--- src/rtl/rotator_pkg.sv ---
// Shared definitions for the rotator datapath: single-bit rotate helpers,
// the aligner FSM state type and the rotate-direction encoding.
package rotator_pkg;

    // Widest word the rotate helpers handle; callers zero-extend into this.
    localparam int ROT_MAX_W = 64;

    localparam logic DIR_LEFT  = 1'b0;
    localparam logic DIR_RIGHT = 1'b1;

    typedef enum logic [1:0] {
        IDLE   = 2'd0,
        SEARCH = 2'd1,
        DONE   = 2'd2
    } aligner_state_t;

    // Rotate the low w bits of v left by one; bits at and above w come back as 0.
    function automatic logic [ROT_MAX_W-1:0] rol1(input logic [ROT_MAX_W-1:0] v,
                                                  input int unsigned w);
        logic [ROT_MAX_W-1:0] mask;
        logic [ROT_MAX_W-1:0] vm;
        mask = (64'd1 << w) - 64'd1;
        vm   = v & mask;
        return ((vm << 1) | (vm >> (w - 1))) & mask;
    endfunction

    // Rotate the low w bits of v right by one; bits at and above w come back as 0.
    function automatic logic [ROT_MAX_W-1:0] ror1(input logic [ROT_MAX_W-1:0] v,
                                                  input int unsigned w);
        logic [ROT_MAX_W-1:0] mask;
        logic [ROT_MAX_W-1:0] vm;
        mask = (64'd1 << w) - 64'd1;
        vm   = v & mask;
        return ((vm >> 1) | (vm << (w - 1))) & mask;
    endfunction

endpackage

--- src/rtl/rotatorunit.sv ---
// Loadable rotate register: loads a word, then rotates it by one bit per
// enabled cycle in the requested direction.
module rotatorunit
    import rotator_pkg::*;
#(
    parameter int WIDTH = 8
) (
    input  logic             clk,
    input  logic             rst_n,
    input  logic             load,
    input  logic             enable,
    input  logic             dir,
    input  logic [WIDTH-1:0] data_in,
    output logic [WIDTH-1:0] data_out
);

    logic [WIDTH-1:0]     word_r;
    logic [WIDTH-1:0]     next_s;
    logic [ROT_MAX_W-1:0] wide_s;
    logic [ROT_MAX_W-1:0] rotl_s;
    logic [ROT_MAX_W-1:0] rotr_s;

    // Next rotated value of the held word in the selected direction.
    always_comb begin
        wide_s = ROT_MAX_W'(word_r);
        rotl_s = rol1(wide_s, WIDTH);
        rotr_s = ror1(wide_s, WIDTH);
        if (dir == DIR_RIGHT) begin
            next_s = rotr_s[WIDTH-1:0];
        end else begin
            next_s = rotl_s[WIDTH-1:0];
        end
    end

    // Word register: load wins over rotate; nothing moves without enable.
    always_ff @(posedge clk or negedge rst_n) begin
        if (!rst_n) begin
            word_r <= '0;
        end else if (enable) begin
            if (load) begin
                word_r <= data_in;
            end else begin
                word_r <= next_s;
            end
        end else begin
            word_r <= word_r;
        end
    end

    assign data_out = word_r;

endmodule

--- src/rtl/rotation_aligner.sv ---
// Recovers the rotation applied to a word: rotates the accepted word back one
// bit per enabled cycle until it equals the programmed pattern, then reports
// the realigned word, the number of rotations and whether a match was found.
module rotation_aligner
    import rotator_pkg::*;
#(
    parameter int WIDTH = 8,
    parameter int AW    = $clog2(WIDTH)
) (
    input  logic             clk,
    input  logic             rst_n,
    input  logic             enable,
    input  logic             in_valid,
    output logic             in_ready,
    input  logic [WIDTH-1:0] data_in,
    input  logic             dir,
    input  logic [WIDTH-1:0] pattern,
    output logic             out_valid,
    input  logic             out_ready,
    output logic [WIDTH-1:0] aligned_out,
    output logic [AW-1:0]    amount_out,
    output logic             found_out
);

    aligner_state_t   state_r;
    aligner_state_t   state_next_s;
    logic [AW-1:0]    count_r;
    logic             dir_r;
    logic [WIDTH-1:0] orig_r;
    logic [WIDTH-1:0] work_s;
    logic [WIDTH-1:0] aligned_r;
    logic [AW-1:0]    amount_r;
    logic             found_r;
    logic             accept_s;
    logic             step_s;
    logic             hit_s;
    logic             miss_s;
    logic             match_s;
    logic             last_s;
    logic             unit_en_s;

    assign match_s   = (work_s == pattern);
    assign last_s    = (count_r == AW'(WIDTH - 1));
    assign unit_en_s = accept_s | step_s;

    rotatorunit #(
        .WIDTH (WIDTH)
    ) u_work (
        .clk      (clk),
        .rst_n    (rst_n),
        .load     (accept_s),
        .enable   (unit_en_s),
        .dir      (dir_r),
        .data_in  (data_in),
        .data_out (work_s)
    );

    // Next-state and per-cycle control decode.
    always_comb begin
        state_next_s = state_r;
        accept_s     = 1'b0;
        step_s       = 1'b0;
        hit_s        = 1'b0;
        miss_s       = 1'b0;
        case (state_r)
            IDLE: begin
                if (in_valid) begin
                    accept_s     = 1'b1;
                    state_next_s = SEARCH;
                end else begin
                    state_next_s = IDLE;
                end
            end
            SEARCH: begin
                if (!enable) begin
                    state_next_s = SEARCH;
                end else if (match_s) begin
                    hit_s        = 1'b1;
                    state_next_s = DONE;
                end else if (last_s) begin
                    miss_s       = 1'b1;
                    state_next_s = DONE;
                end else begin
                    step_s       = 1'b1;
                    state_next_s = SEARCH;
                end
            end
            DONE: begin
                if (out_ready) begin
                    state_next_s = IDLE;
                end else begin
                    state_next_s = DONE;
                end
            end
            default: begin
                state_next_s = IDLE;
            end
        endcase
    end

    // FSM state register.
    always_ff @(posedge clk or negedge rst_n) begin
        if (!rst_n) begin
            state_r <= IDLE;
        end else begin
            state_r <= state_next_s;
        end
    end

    // Request capture and rotation counter.
    always_ff @(posedge clk or negedge rst_n) begin
        if (!rst_n) begin
            count_r <= '0;
            dir_r   <= DIR_LEFT;
            orig_r  <= '0;
        end else if (accept_s) begin
            count_r <= '0;
            dir_r   <= dir;
            orig_r  <= data_in;
        end else if (step_s) begin
            count_r <= count_r + AW'(1'b1);
        end else begin
            count_r <= count_r;
        end
    end

    // Result registers, written once when the search resolves.
    always_ff @(posedge clk or negedge rst_n) begin
        if (!rst_n) begin
            aligned_r <= '0;
            amount_r  <= '0;
            found_r   <= 1'b0;
        end else if (hit_s) begin
            aligned_r <= work_s;
            amount_r  <= count_r;
            found_r   <= 1'b1;
        end else if (miss_s) begin
            aligned_r <= orig_r;
            amount_r  <= '0;
            found_r   <= 1'b0;
        end else begin
            aligned_r <= aligned_r;
        end
    end

    assign in_ready    = (state_r == IDLE);
    assign out_valid   = (state_r == DONE);
    assign aligned_out = aligned_r;
    assign amount_out  = amount_r;
    assign found_out   = found_r;

endmodule

--- config.mk ---
export PLATFORM = sky130hd
export DESIGN_NAME = rotation_aligner
export DESIGN_NICKNAME = d
export VERILOG_FILES = /design/src/rtl/rotator_pkg.sv /design/src/rtl/rotatorunit.sv /design/src/rtl/rotation_aligner.sv
export SDC_FILE = /design/constraint.sdc
export NUM_CORES = 1
export LEC_CHECK = 0
export ABC_AREA = 1
export CORE_ASPECT_RATIO = 1.4
export CORE_UTILIZATION = 35
export DETAILED_ROUTE_END_ITERATION = 8
export GPL_TIMING_DRIVEN = 1
export HOLD_SLACK_MARGIN = 0.08
export PLACE_DENSITY = 0.59
export SYNTH_ARGS = -nofsm -noshare
export SYNTH_HDL_FRONTEND = slang
export SYNTH_SLANG_ARGS = --single-unit
--- constraint.sdc ---
create_clock -name clk -period 2.1 [get_ports clk]
set_clock_uncertainty 0.2 [all_clocks]
set_input_delay 0.42 -clock clk [delete_from_list [all_inputs] [get_ports clk]]
set_output_delay 0.42 -clock clk [all_outputs]
set_load 0.01 [all_outputs]
* Yosys cells after proc, flatten, opt, wreduce, memory -nomap -nowiden *
Cells that the tools add are included.
W data, S select, Z words.

storage, ports and cells
  bits in registers = 34
  bits in latches = 0
  RAM bits = 0
  bits in read-only memories = 0
  word-level logic and storage cells = 48
  memories kept = 0

operators by class
  add/subtract/negate cells = 1
  $mul = 0
  divide/modulo/power cells = 0
  magnitude comparators = 0
  eq/ne operators = 4
  shifts and indexed selects = 0
  multiplexer cells = 29
  bitwise gates (word level) = 3
  reductions and logical operators = 3

operators by type and width
  kind                   number
  $mux W8                4
  $mux W1                16
  $mux W3                4
  $eq A8 B8 Y1           1
  $mux W2                4
  $or A7 B8 Y8           1
  $or A8 B1 Y8           1
  $pmux W2 S3            1
  $reduce_bool A2 Y1     2
  $add A3 B1 Y3 const B  1
  $eq A3 B3 Y1 const B   1
  $eq A2 B1 Y1 const B   1
  $eq A2 B2 Y1 const B   1
  $logic_not A2 Y1       1
  $or A1 B1 Y1           1

* Longest topological paths before layout *
Gate-level depths: netlist of run 1.

  depth after elaboration = 7
  mapped depth = 11

* By module *
A second synthesis of run 1 with hierarchy kept.

second synthesis, totals
  cell total of the unflattened synthesis = 247
  area total of the unflattened synthesis = 1816.7 um2

modules (own cells, without submodules)
  module            times used  cells each  area each (um2)  sequential area each (um2)
  rotation_aligner  1           169         1302.5           650.6
  rotatorunit       1           78          514.2            200.2

* Least setup slack after synthesis of run 1 *
No wires, ideal clock.

  path kind = register -> register
  start = reg count_r[0]
  end = reg count_r[0]
  setup time = 0.066 ns
  arrival = 1.324 ns
  slack = 0.511 ns
  cell stages (with the launch flop) = 9
  buffers on the path = 1
  period minus slack after synthesis = 1.589 ns
  cell sequence = dfrtp_1 > ha_1 > ha_1 > inv_1 > nand3_2 > buf_6 > inv_2 > nand3_1 > nand2_1

between the ends
  word-level cells in the longest chain between the ends = 6
  elaborated cells on any way between the ends = 9
  those cells by class = add/sub: 1; eq/ne: 1; mux: 6; reduce/logical: 1

ends and longest elaborated chain
  what                          RTL line                 text
  from (decl)                   rotation_aligner.sv:27   logic [AW-1:0] count_r;
  from (signal assigned)        rotation_aligner.sv:121  count_r <= count_r + AW'(1'b1);
  from (signal assigned)        rotation_aligner.sv:123  count_r <= count_r;
  $eq A3 B3 Y1                  rotation_aligner.sv:43   assign last_s = (count_r == AW'(WIDTH - 1));
  $mux W1                       rotation_aligner.sv:80   end else if (last_s) begin
  $mux W1                       rotation_aligner.sv:77   end else if (match_s) begin
  $mux W1                       rotation_aligner.sv:75   if (!enable) begin
  $mux W1                       rotation_aligner.sv:65   case (state_r)
  $reduce_bool A2 Y1 (no line)  -

Parallel ways exist; a longest one is shown, timed or not. The select of a mux whose other input is x is not followed.
A chain may end at the register's enable or synchronous reset.

* Final worst setup path of run 1 *
  start = reg state_r[0]
  end = out in_ready

between the ends
  word-level cells in the longest chain between the ends = 1

ends and longest elaborated chain
  what                    RTL line                 text
  from (decl)             rotation_aligner.sv:25   aligner_state_t state_r;
  from (signal assigned)  rotation_aligner.sv:106  state_r <= state_next_s;
  $logic_not A2 Y1        rotation_aligner.sv:146  assign in_ready = (state_r == IDLE);
  to (decl)               rotation_aligner.sv:14   output logic in_ready,

Every way passes these cells.

==> results.yml, run 1 <==
worst_setup_path:
  setup.worst_path.end_class: "output pin"
  timing.setup.critical_path_class: "flip-flop to output pin"
  timing.critical_path.required_ps: 1480
  worst_ep_arrival_time_ps: 1380
  startpoint_kind_of_the_worst_setup_timing_path: "flip-flop"
  biggest_fanout_along_the_worst_timing_path: 4
cts:
  cts.clk_slew.worst_paths_ps: 70
  clkLatencyLatePin_ps: 290
  cts.repair_timing.setup_buffer_count: 0
  cts_root_buffer: "sky130_fd_sc_hd__clkbuf_8"
  tritoncts: "done"
  cts.path.max_buffers: 2
  cts_inserted_buffers: 5
  htree_levels: 2
  clkSinkCount: 34
grt:
  grt_pass1_vias: 1415
  globalRouteOverflowTotal: 0
  track_usage_pct: 15.92
  grt_first_pass_wirelength_um: 6727
  top_usage_layer: "met2"
  use_met3_pct: 3.272
  grt_start_max_net_pins: 35
  groute.layer.met1.usage_pct: 21.71
  antenna_violations_before_repair: 0
  grt.met2_usage_pct: 25.30
sta:
  worst-slew-pin-transition_ps: 495.6
  setup_viol_count_final: 0
  hold_violations: 0
  report.final.slew_viol_count: 0
  fin_worst_hold_slack_ps: 271.3
  achievable-frequency_mhz: 499.6
  grt_setup_unrepaired: "false"
  period_needed_ps: 2002
  slew_headroom_pct: 66.96
  setup_total_negative_slack_ps: 0
  final_min_period_over_clock_period_pct: 95.32
route:
  wire_per_inst_um: 11.53
  routed_wirelength_um: 3898
  drt_pass1_iterations: 4
  drc: 0
  viasPerCell: 4.580
  final_antenna_net_count: 0
  detail_route.iter0.violations: 69
  vias: 1548
synthesis:
  synth_seq_cells: 34
  synth_largest_area_cell: "sky130_fd_sc_hd__dfrtp_1"
  postSynthCellCount: 234
  synth.net_count: 258
  synth.lib_cells_used.distinct: 22
  main_area_contributors_after_synthesis: "sky130_fd_sc_hd__dfrtp_1, sky130_fd_sc_hd__nand2_1, sky130_fd_sc_hd__o21ai_0"
  yosysWarningCount: 0
  sequential_fraction_of_the_synthesis_area_pct: 47.26
  post_synth.cell_area_avg_um2: 7.694
  synth_top_area_share_pct: 47.26
  post_synth_instance_area_um2: 1800
power:
  power.static_leakage_uw: 0.001182
  switchingPower_uw: 1065
  seq_power_share_pct: 40.8
  irDropWorstVdd_mv: 0.4307
  combinationalPowerShare_pct: 41.2
  power.clock.fraction_pct: 18.0
  power-per-cell-area_nw_per_um2: 1201
  netSwitchingFraction_pct: 38.45
  power_report.internal_total_uw: 1705
floorplanning:
  initial_core_util_pct: 36.90
  floorplan.die_area_um2: 5439
  fp_rows: 30
  die_width_um: 62.62
  boundaryPins: 36
  die_y_um: 86.87
  coreArea_um2: 4880
min_path:
  min-delay-path-class: "flip-flop to flip-flop"
place:
  place_hpwl_um: 2879
  place_congestion: 0.7757
  port_buffers: 35
cells_and_area:
  antenna-diode-count: 0
  multi_input_area_um2: 777.0
  final_layout_net_count: 297
  area_delta_synth_final_pct: 28.14
  sequential_cell_area_um2: 850.8
  final_layout_size_suffix_gt1_share_pct: 10.95
  number_of_fill_cells: 513
flow_run:
  timing.max_cap.violations: 0
outcome:
  run_status: "complete, no violations"
[area by class of cell]
cell class,count,area share (%)
clock inverter,1,0.2169
multi-input combinational,160,33.68
clock buffer,7,3.742
inverter,32,5.206
sequential,34,36.88
timing repair buffer,40,16.81
tap,64,3.471
[flip-flops by register name, summed over array words and instances (netlist names)]
name and flops:
orig_r 8, found_out 1, aligned_out 8, state_r 2, dir_r 1, count_r 3, u_work.data_out 8, amount_out 3
[critical path: stages, from the launching register on]
cell and delay [ps]:
sky130_fd_sc_hd__dfrtp_1 410, sky130_fd_sc_hd__nor2_2 140, sky130_fd_sc_hd__clkdlybuf4s50_1 550
[repair_timing]
action                     CTS  global route
setup endpoints to repair    0             1
hold endpoints to repair     0             0
resized for setup            0             1
hold buffers                 0             0
[routing by layer]
layer / share of wire (%) / routed length, um / up-vias
met4: 1.3 / 51 / 0
met1: 47 / 1841 / 703
met5: 0 / 0 / -
li1: - / - / 802
met3: 3.8 / 147 / 4
met2: 48 / 1858 / 39
[cell usage after synthesis]
cell type,number
sky130_fd_sc_hd__dfrtp_1,34
sky130_fd_sc_hd__buf_2,1
sky130_fd_sc_hd__inv_1,26
sky130_fd_sc_hd__inv_2,6
sky130_fd_sc_hd__nand3_1,18
sky130_fd_sc_hd__o211ai_1,3
sky130_fd_sc_hd__nand3_2,2
sky130_fd_sc_hd__clkbuf_1,3
sky130_fd_sc_hd__ha_1,2
sky130_fd_sc_hd__o21ai_0,20
sky130_fd_sc_hd__nor2_2,2
sky130_fd_sc_hd__o31ai_1,1
sky130_fd_sc_hd__o21ai_1,5
sky130_fd_sc_hd__a21oi_4,1
sky130_fd_sc_hd__xnor2_1,5
sky130_fd_sc_hd__buf_6,3
sky130_fd_sc_hd__clkbuf_2,1
sky130_fd_sc_hd__o21ai_2,1
sky130_fd_sc_hd__nand2_1,93
sky130_fd_sc_hd__nor2_1,2
sky130_fd_sc_hd__nand2_2,2
sky130_fd_sc_hd__nand2_4,3
[worst paths after layout]
kind	slack (ps)	to	cells after the start	start
min reg2reg	270	found_out	2	found_out
min	270	found_out	2	found_out
min in group asynchronous	330	amount_out[1]	2	rst_n
max	100	in_ready	2	state_r[0]
max in group asynchronous	1050	amount_out[2]	2	rst_n
max reg2reg	310	aligned_out[0]	8	u_work.data_out[0]
[cells in the final DEF, fill, tap and decap left out]
master and n:
sky130_fd_sc_hd__ha_1 2, sky130_fd_sc_hd__nand3_2 2, sky130_fd_sc_hd__o21ai_2 1, sky130_fd_sc_hd__nor2_1 1, sky130_fd_sc_hd__clkbuf_1 1, sky130_fd_sc_hd__clkbuf_8 6
sky130_fd_sc_hd__a21oi_4 1, sky130_fd_sc_hd__o31ai_1 1, sky130_fd_sc_hd__inv_2 6, sky130_fd_sc_hd__clkdlybuf4s50_1 35, sky130_fd_sc_hd__buf_4 5, sky130_fd_sc_hd__clkinv_2 1
sky130_fd_sc_hd__dfrtp_1 34, sky130_fd_sc_hd__o21ai_1 5, sky130_fd_sc_hd__nand3_1 18, sky130_fd_sc_hd__o211ai_1 3, sky130_fd_sc_hd__nor2_2 3, sky130_fd_sc_hd__nand2_1 93
sky130_fd_sc_hd__inv_1 26, sky130_fd_sc_hd__nand2_4 3, sky130_fd_sc_hd__o21ai_0 20, sky130_fd_sc_hd__nand2_2 2, sky130_fd_sc_hd__xnor2_1 5
[power groups by stage]
stage	Combinational [uW]	Clock (uW)	Sequential, uW
after global placement	1140	0	1140
after detailed placement	1150	0	1140
after CTS	1160	517	1130
after floorplan	792	0	1100
after global routing	1320	553	1170
final	1140	500	1130
[cells by family (layout without fill, tap and decap cells)]
| group | count (synthesis) | count (layout) | share of synthesized area, % |
|---|---|---|---|
| AO/OA/AOI/OAI | 31 | 31 | 10.01 |
| buffers and inverters | 40 | 80 | 9.728 |
| XOR/XNOR | 5 | 5 | 2.432 |
| AND/OR/NAND/NOR | 122 | 122 | 29.19 |
| adder cells (fa/ha/maj) | 2 | 2 | 1.390 |
| flip-flops | 34 | 34 | 47.26 |
[through the flow]
step	instances	instance area, um2	setup slack, ps	util, %	total power (uW)
6_report	338	2307	98.27	47.28	2771
5_1_grt	338	2307	41.27	47.28	3047
4_1_cts	338	2305	32.87	47.23	2809
3_5_place_dp	330	2213	-112.9	45.36	2298
3_3_place_gp	330	2213	-100.5	45.36	2279
2_1_floorplan	234	1800	510.9	-	1892
No activity file was read; power rests on OpenSTA's default activity.
==> run 2, diff against run 1 <==
--- a/config.mk
+++ b/config.mk
@@ -7,11 +7,11 @@
 export LEC_CHECK = 0
 export ABC_AREA = 1
 export CORE_ASPECT_RATIO = 1.4
-export CORE_UTILIZATION = 35
+export CORE_UTILIZATION = 51
 export DETAILED_ROUTE_END_ITERATION = 8
 export GPL_TIMING_DRIVEN = 1
 export HOLD_SLACK_MARGIN = 0.08
-export PLACE_DENSITY = 0.59
+export PLACE_DENSITY = 0.8
 export SYNTH_ARGS = -nofsm -noshare
 export SYNTH_HDL_FRONTEND = slang
 export SYNTH_SLANG_ARGS = --single-unit
==> run 2 against run 1 <==
Compared with the run above: register-to-register slack about the same; final area down 1.1%; first-iteration DRC count down 48%; critical endpoint unchanged; largest power group unchanged.
==> results.yml, run 2 (synthesis results as in run 1) <==
outcome:
  run_status: "complete, no violations"
power:
  seq_power_share_pct: 40.5
  power.clock.fraction_pct: 17.6
  post-layout-total-power_uw: 2795
  power_report.internal_total_uw: 1710
  power.static_leakage_uw: 0.001186
  irDropWorstVdd_mv: 0.8008
  netSwitchingFraction_pct: 38.84
  combinationalPowerShare_pct: 41.9
  switchingPower_uw: 1086
  power-per-cell-area_nw_per_um2: 1225
grt:
  globalRouteOverflowTotal: 0
  grt_start_max_net_pins: 35
  track_usage_pct: 24.09
  antenna_violations_before_repair: 0
  grt_pass1_vias: 1483
  grt_first_pass_wirelength_um: 6617
worst_setup_path:
  worst_ep_arrival_time_ps: 1400
  timing.setup.critical_path_class: "flip-flop to output pin"
  startpoint_kind_of_the_worst_setup_timing_path: "flip-flop"
  critPathTopFamily: "buffers and inverters"
  cp_slowest_cell: "sky130_fd_sc_hd__clkdlybuf4s50_1"
  timing.critical_path.cells: "nor2_1 > clkdlybuf4s50_1"
  setup.worst_path.end_class: "output pin"
  critPathBufInv: 1
  cp_max_stage_delay_ps: 560
  setup.reg_to_reg.worst_slack_ps: 310
  biggest_fanout_along_the_worst_timing_path: 4
  timing.critical_path.required_ps: 1480
sta:
  slew_headroom_pct: 69.36
  final_min_period_over_clock_period_pct: 96.15
  achievable-frequency_mhz: 495.3
  hold_violations: 0
  period_needed_ps: 2019
  worst_slack_ps: 80.87
  grt_setup_unrepaired: "false"
  report.final.slew_viol_count: 0
  worst-slew-pin-transition_ps: 459.5
  setup_viol_count_final: 0
cts:
  tritoncts: "done"
  post_cts_resized: 0
  cts.repair_timing.setup_buffer_count: 0
  cts_root_buffer: "sky130_fd_sc_hd__clkbuf_8"
  cts.path.max_buffers: 2
  cts-hold-fix-buffers: 0
  clkSinkCount: 34
  htree_levels: 2
  cts_inserted_buffers: 5
  cts.clk_slew.worst_paths_ps: 70
  clkLatencyLatePin_ps: 290
route:
  wire_per_inst_um: 12.17
  routed_wirelength_um: 3832
  viasPerCell: 5.143
  drc: 0
  drt_pass1_iterations: 4
  vias: 1620
  detail_route.iter0.violations: 36
  final_antenna_net_count: 0
floorplanning:
  coreArea_um2: 3378
  die_width_um: 52.22
  fp_rows: 25
  initial_core_util_pct: 53.30
  die_y_um: 72.30
  boundaryPins: 36
  floorplan.die_area_um2: 3775
flow_run:
  timing.max_cap.violations: 0
cells_and_area:
  final_layout_net_count: 298
  area_delta_synth_final_pct: 26.75
  antenna-diode-count: 0
  layout_commonest_cell: "sky130_fd_sc_hd__nand2_1"
  layout.cells.most_common_list: "sky130_fd_sc_hd__nand2_1, sky130_fd_sc_hd__clkdlybuf4s50_1, sky130_fd_sc_hd__dfrtp_1"
  final_layout_size_suffix_gt1_share_pct: 10.91
min_path:
  min-delay-path-class: "flip-flop to flip-flop"
place:
  place_congestion: 0.8147
  port_buffers: 35
  pre_cts_ws_ps: -85.17
  place_hpwl_um: 2829
==> run 2: changes by cell type in the layout (fill, tap and decap cells not counted), sizes merged <==
cell / change
buf: +1
==> run 2: routing by layer <==
metal | global-route usage [%] | wire (um)
met4 | 10.23 | 73
met2 | 39.89 | 1942
met5 | 0 | 0
met1 | 28.92 | 1664
met3 | 6.709 | 152
==> run 2: metrics by stage <==
stage | instance area (um2) | std cells | util [%] | TNS (ps) | hold slack [ps]
2_1_floorplan | 1800 | 234 | - | 0 | -75.59
3_3_place_gp | 2191 | 307 | 64.85 | -657.4 | 254.1
3_5_place_dp | 2191 | 307 | 64.85 | -1097 | 258.0
4_1_cts | 2282 | 315 | 67.56 | 0 | 275.5
5_1_grt | 2282 | 315 | 67.56 | 0 | 304.5
6_report | 2282 | 315 | 67.56 | 0 | 273.6
==> run 2: power by group through the flow <==
stage	clock network (uW)	logic [uW]	registers, uW
2_1_floorplan	0	792	1100
3_3_place_gp	0	1140	1130
3_5_place_dp	0	1170	1140
4_1_cts	503	1190	1130
5_1_grt	536	1350	1170
6_report	493	1170	1130
==> run 2: layout make-up <==
class                           instances  area (um2)
Clock buffer                            7       86.33
Clock inverter                          1       5.005
Fill cell                             302        1096
Inverter                               32       120.1
Multi-Input combinational cell        160       774.5
Sequential cell                        34       850.8
Tap cell                               40       50.05
Timing Repair Buffer                   41       395.4
==> run 2: worst paths after layout <==
check,startpoint,endpoint,cells after the start
worst min register to register,found_out,found_out,2
worst max-delay path,state_r[0],in_ready,2
worst max register to register,u_work.data_out[0],aligned_out[1],8
worst min-delay path,found_out,found_out,2
min in group asynchronous,rst_n,aligned_out[3],2
max in group asynchronous,rst_n,u_work.data_out[1],2
==> run 2: tightest hold or removal path: cells and delay by family, from the launching register on <==
family,cells,cell delay [ps]
flops,1,340
simple gates,2,110
==> run 3, diff against run 2 <==
==> constraint.sdc (replaced) <==
create_clock -name clk -period 1.97 [get_ports clk]
set_clock_uncertainty 0.2 [all_clocks]
set_input_delay 0.394 -clock clk [delete_from_list [all_inputs] [get_ports clk]]
set_output_delay 0.394 -clock clk [all_outputs]
set_load 0.01 [all_outputs]
==> run 3 against run 2 <==
Compared with the run above: total power rose by 6.2%; register-to-register slack got worse by 90 ps; sequential power rose by 8%; largest cell class unchanged; highest routed layer unchanged.
==> results.yml, run 3 (synthesis results as in run 1) <==
worst_setup_path:
  worst_r2r_path_depth: 7
  cp-startpoint: "pattern[0]"
  worst_ep_arrival_time_ps: 1810
  worst_reg2reg_path_endpoint: "u_work.data_out[0]"
  timing.critical_path.required_ps: 1950
  timing.critical_path.to: "u_work.data_out[1]"
  worstReg2RegStart: "count_r[0]"
  setup.reg_to_reg.worst_slack_ps: 220
  timing.setup.critical_path_class: "input pin to flip-flop"
  timing.critical_path.cells: "clkdlybuf4s50_1 > xnor2_1 > nand2_1 > nor2_4 > nand2_4 > nand3_2 > nand2_2 > nand2_1 > nand2_1"
  setup.worst_path.end_class: "flip-flop"
  most_prevalent_standard_cell_on_the_critical_path: "sky130_fd_sc_hd__nand2_1"
  critPathBufInv: 1
  cp_max_stage_delay_ps: 480
  critical_path_cell_count: 9
  biggest_fanout_along_the_worst_timing_path: 10
  critPathTopFamily: "simple AND/OR/NAND/NOR gates"
  cp_slowest_cell: "sky130_fd_sc_hd__clkdlybuf4s50_1"
  startpoint_kind_of_the_worst_setup_timing_path: "input pin"
route:
  routed_wirelength_um: 3836
  wire_per_inst_um: 12.14
  viasPerCell: 4.997
  final_antenna_net_count: 0
  drc: 0
  vias: 1579
  drt_pass1_iterations: 4
  detail_route.iter0.violations: 29
cells_and_area:
  area_delta_synth_final_pct: 28.28
  antenna-diode-count: 0
  final_cell_area_um2: 2310
  finalCoreUtilization_pct: 68.37
  final_layout_net_count: 300
  final_layout_size_suffix_gt1_share_pct: 12.32
  layout_commonest_cell: "sky130_fd_sc_hd__nand2_1"
  number_of_fill_cells: 301
  layout.cells.most_common_list: "sky130_fd_sc_hd__nand2_1, sky130_fd_sc_hd__dfrtp_1, sky130_fd_sc_hd__clkdlybuf4s50_1"
place:
  place_hpwl_um: 2831
  placed_area_um2: 2206
  port_buffers: 35
  place_congestion: 0.8192
cts:
  htree_levels: 2
  cts_inserted_buffers: 5
  cts.repair_timing.setup_buffer_count: 0
  cts_root_buffer: "sky130_fd_sc_hd__clkbuf_8"
  clkLatencyLatePin_ps: 290
  cts.clk_slew.worst_paths_ps: 70
  cts.path.max_buffers: 2
  clkSinkCount: 34
  cts-hold-fix-buffers: 0
  tritoncts: "done"
sta:
  period_needed_ps: 1829
  achievable-frequency_mhz: 546.9
  worst-slew-pin-transition_ps: 455.9
  report.final.slew_viol_count: 0
  grt_setup_unrepaired: "false"
  slew_headroom_pct: 69.61
  setup_viol_count_final: 0
  final_min_period_over_clock_period_pct: 92.83
  hold_violations: 0
  setup_total_negative_slack_ps: 0
grt:
  grt_start_max_net_pins: 35
  antenna_violations_before_repair: 0
  track_usage_pct: 23.73
  grt_pass1_vias: 1554
  grt_first_pass_wirelength_um: 6603
  globalRouteOverflowTotal: 0
floorplanning:
  floorplan.die_area_um2: 3775
  coreArea_um2: 3378
  boundaryPins: 36
  fp_rows: 25
  die_width_um: 52.22
  initial_core_util_pct: 53.30
  die_y_um: 72.30
min_path:
  min-delay-path-class: "flip-flop to flip-flop"
power:
  power-per-cell-area_nw_per_um2: 1286
  irDropWorstVdd_mv: 0.7176
  power.static_leakage_uw: 0.001204
  post-layout-total-power_uw: 2969
flow_run:
  timing.max_cap.violations: 0
outcome:
  run_status: "complete, no violations"
-- run 3: cell count changes in the layout (fill, tap and decap cells not counted), sizes merged --
cell | before | now
clkinvlp | 0 | 1
dlygate4sd2 | 0 | 1
clkinv | 1 | 2
inv | 32 | 31
clkbuf | 7 | 5
buf | 6 | 8
clkdlybuf4s50 | 35 | 33
dlymetal6s2s | 0 | 1
-- run 3: report_power, final --
| group | internal [uW] | leakage, uW | switching, uW |
|---|---|---|---|
| Combinational | 575 | 0.000725 | 693 |
| Sequential | 978 | 0.000436 | 239 |
| Clock | 237 | 0.0000438 | 247 |
-- run 3: metrics by stage --
| step | cells | worst slack, ps | hold WS, ps |
|---|---|---|---|
| 3_5_place_dp | 309 | -163.1 | 267.1 |
| 6_report | 316 | 141.3 | 280.7 |
| 4_1_cts | 316 | 28.30 | 284.5 |
| 3_3_place_gp | 309 | -156.6 | 258.1 |
| 2_1_floorplan | 234 | 380.9 | -101.6 |
| 5_1_grt | 316 | 6.937 | 314.5 |
-- run 3: per-layer routing --
metal	up-vias	track usage, %	routed length, um
li1	806	-	-
met1	723	28.57	1675
met2	43	39.74	1944
met3	7	4.403	146
met4	0	11.99	70
met5	-	0	0
-- run 3: timing repair --
action,CTS,global route
endpoints found under the setup margin,1,5
pin swaps,0,1
resized for setup,2,5
-- run 3: worst min-delay path by stage --
stage               cells past startpoint      startpoint        endpoint
floorplan                               0           rst_n  aligned_out[0]
global placement                        2       found_out       found_out
detailed placement                      2  aligned_out[2]  aligned_out[2]
CTS                                     2  aligned_out[2]  aligned_out[2]
global route                            2  aligned_out[3]  aligned_out[3]
finish                                  2       found_out       found_out
-- run 3: cell type report --
type	instances	area (um2)	share of cell area, %
flip-flops and latches	34	850.8	36.84
repair buffers	43	411.6	17.82
clock inverters	2	10.01	0.4334
multi-input cells	160	794.5	34.40
clock buffers	5	68.82	2.979
well taps	40	50.05	2.167
inverters	32	123.9	5.363
-- run 3: worst reg2reg max path, stage by stage (launching register included) --
cell and delay (ps):
sky130_fd_sc_hd__dfrtp_1 400, sky130_fd_sc_hd__ha_1 220, sky130_fd_sc_hd__ha_1 180, sky130_fd_sc_hd__inv_1 180, sky130_fd_sc_hd__nand3_2 140, sky130_fd_sc_hd__buf_4 190
sky130_fd_sc_hd__nand3_1 80, sky130_fd_sc_hd__nand2_1 60
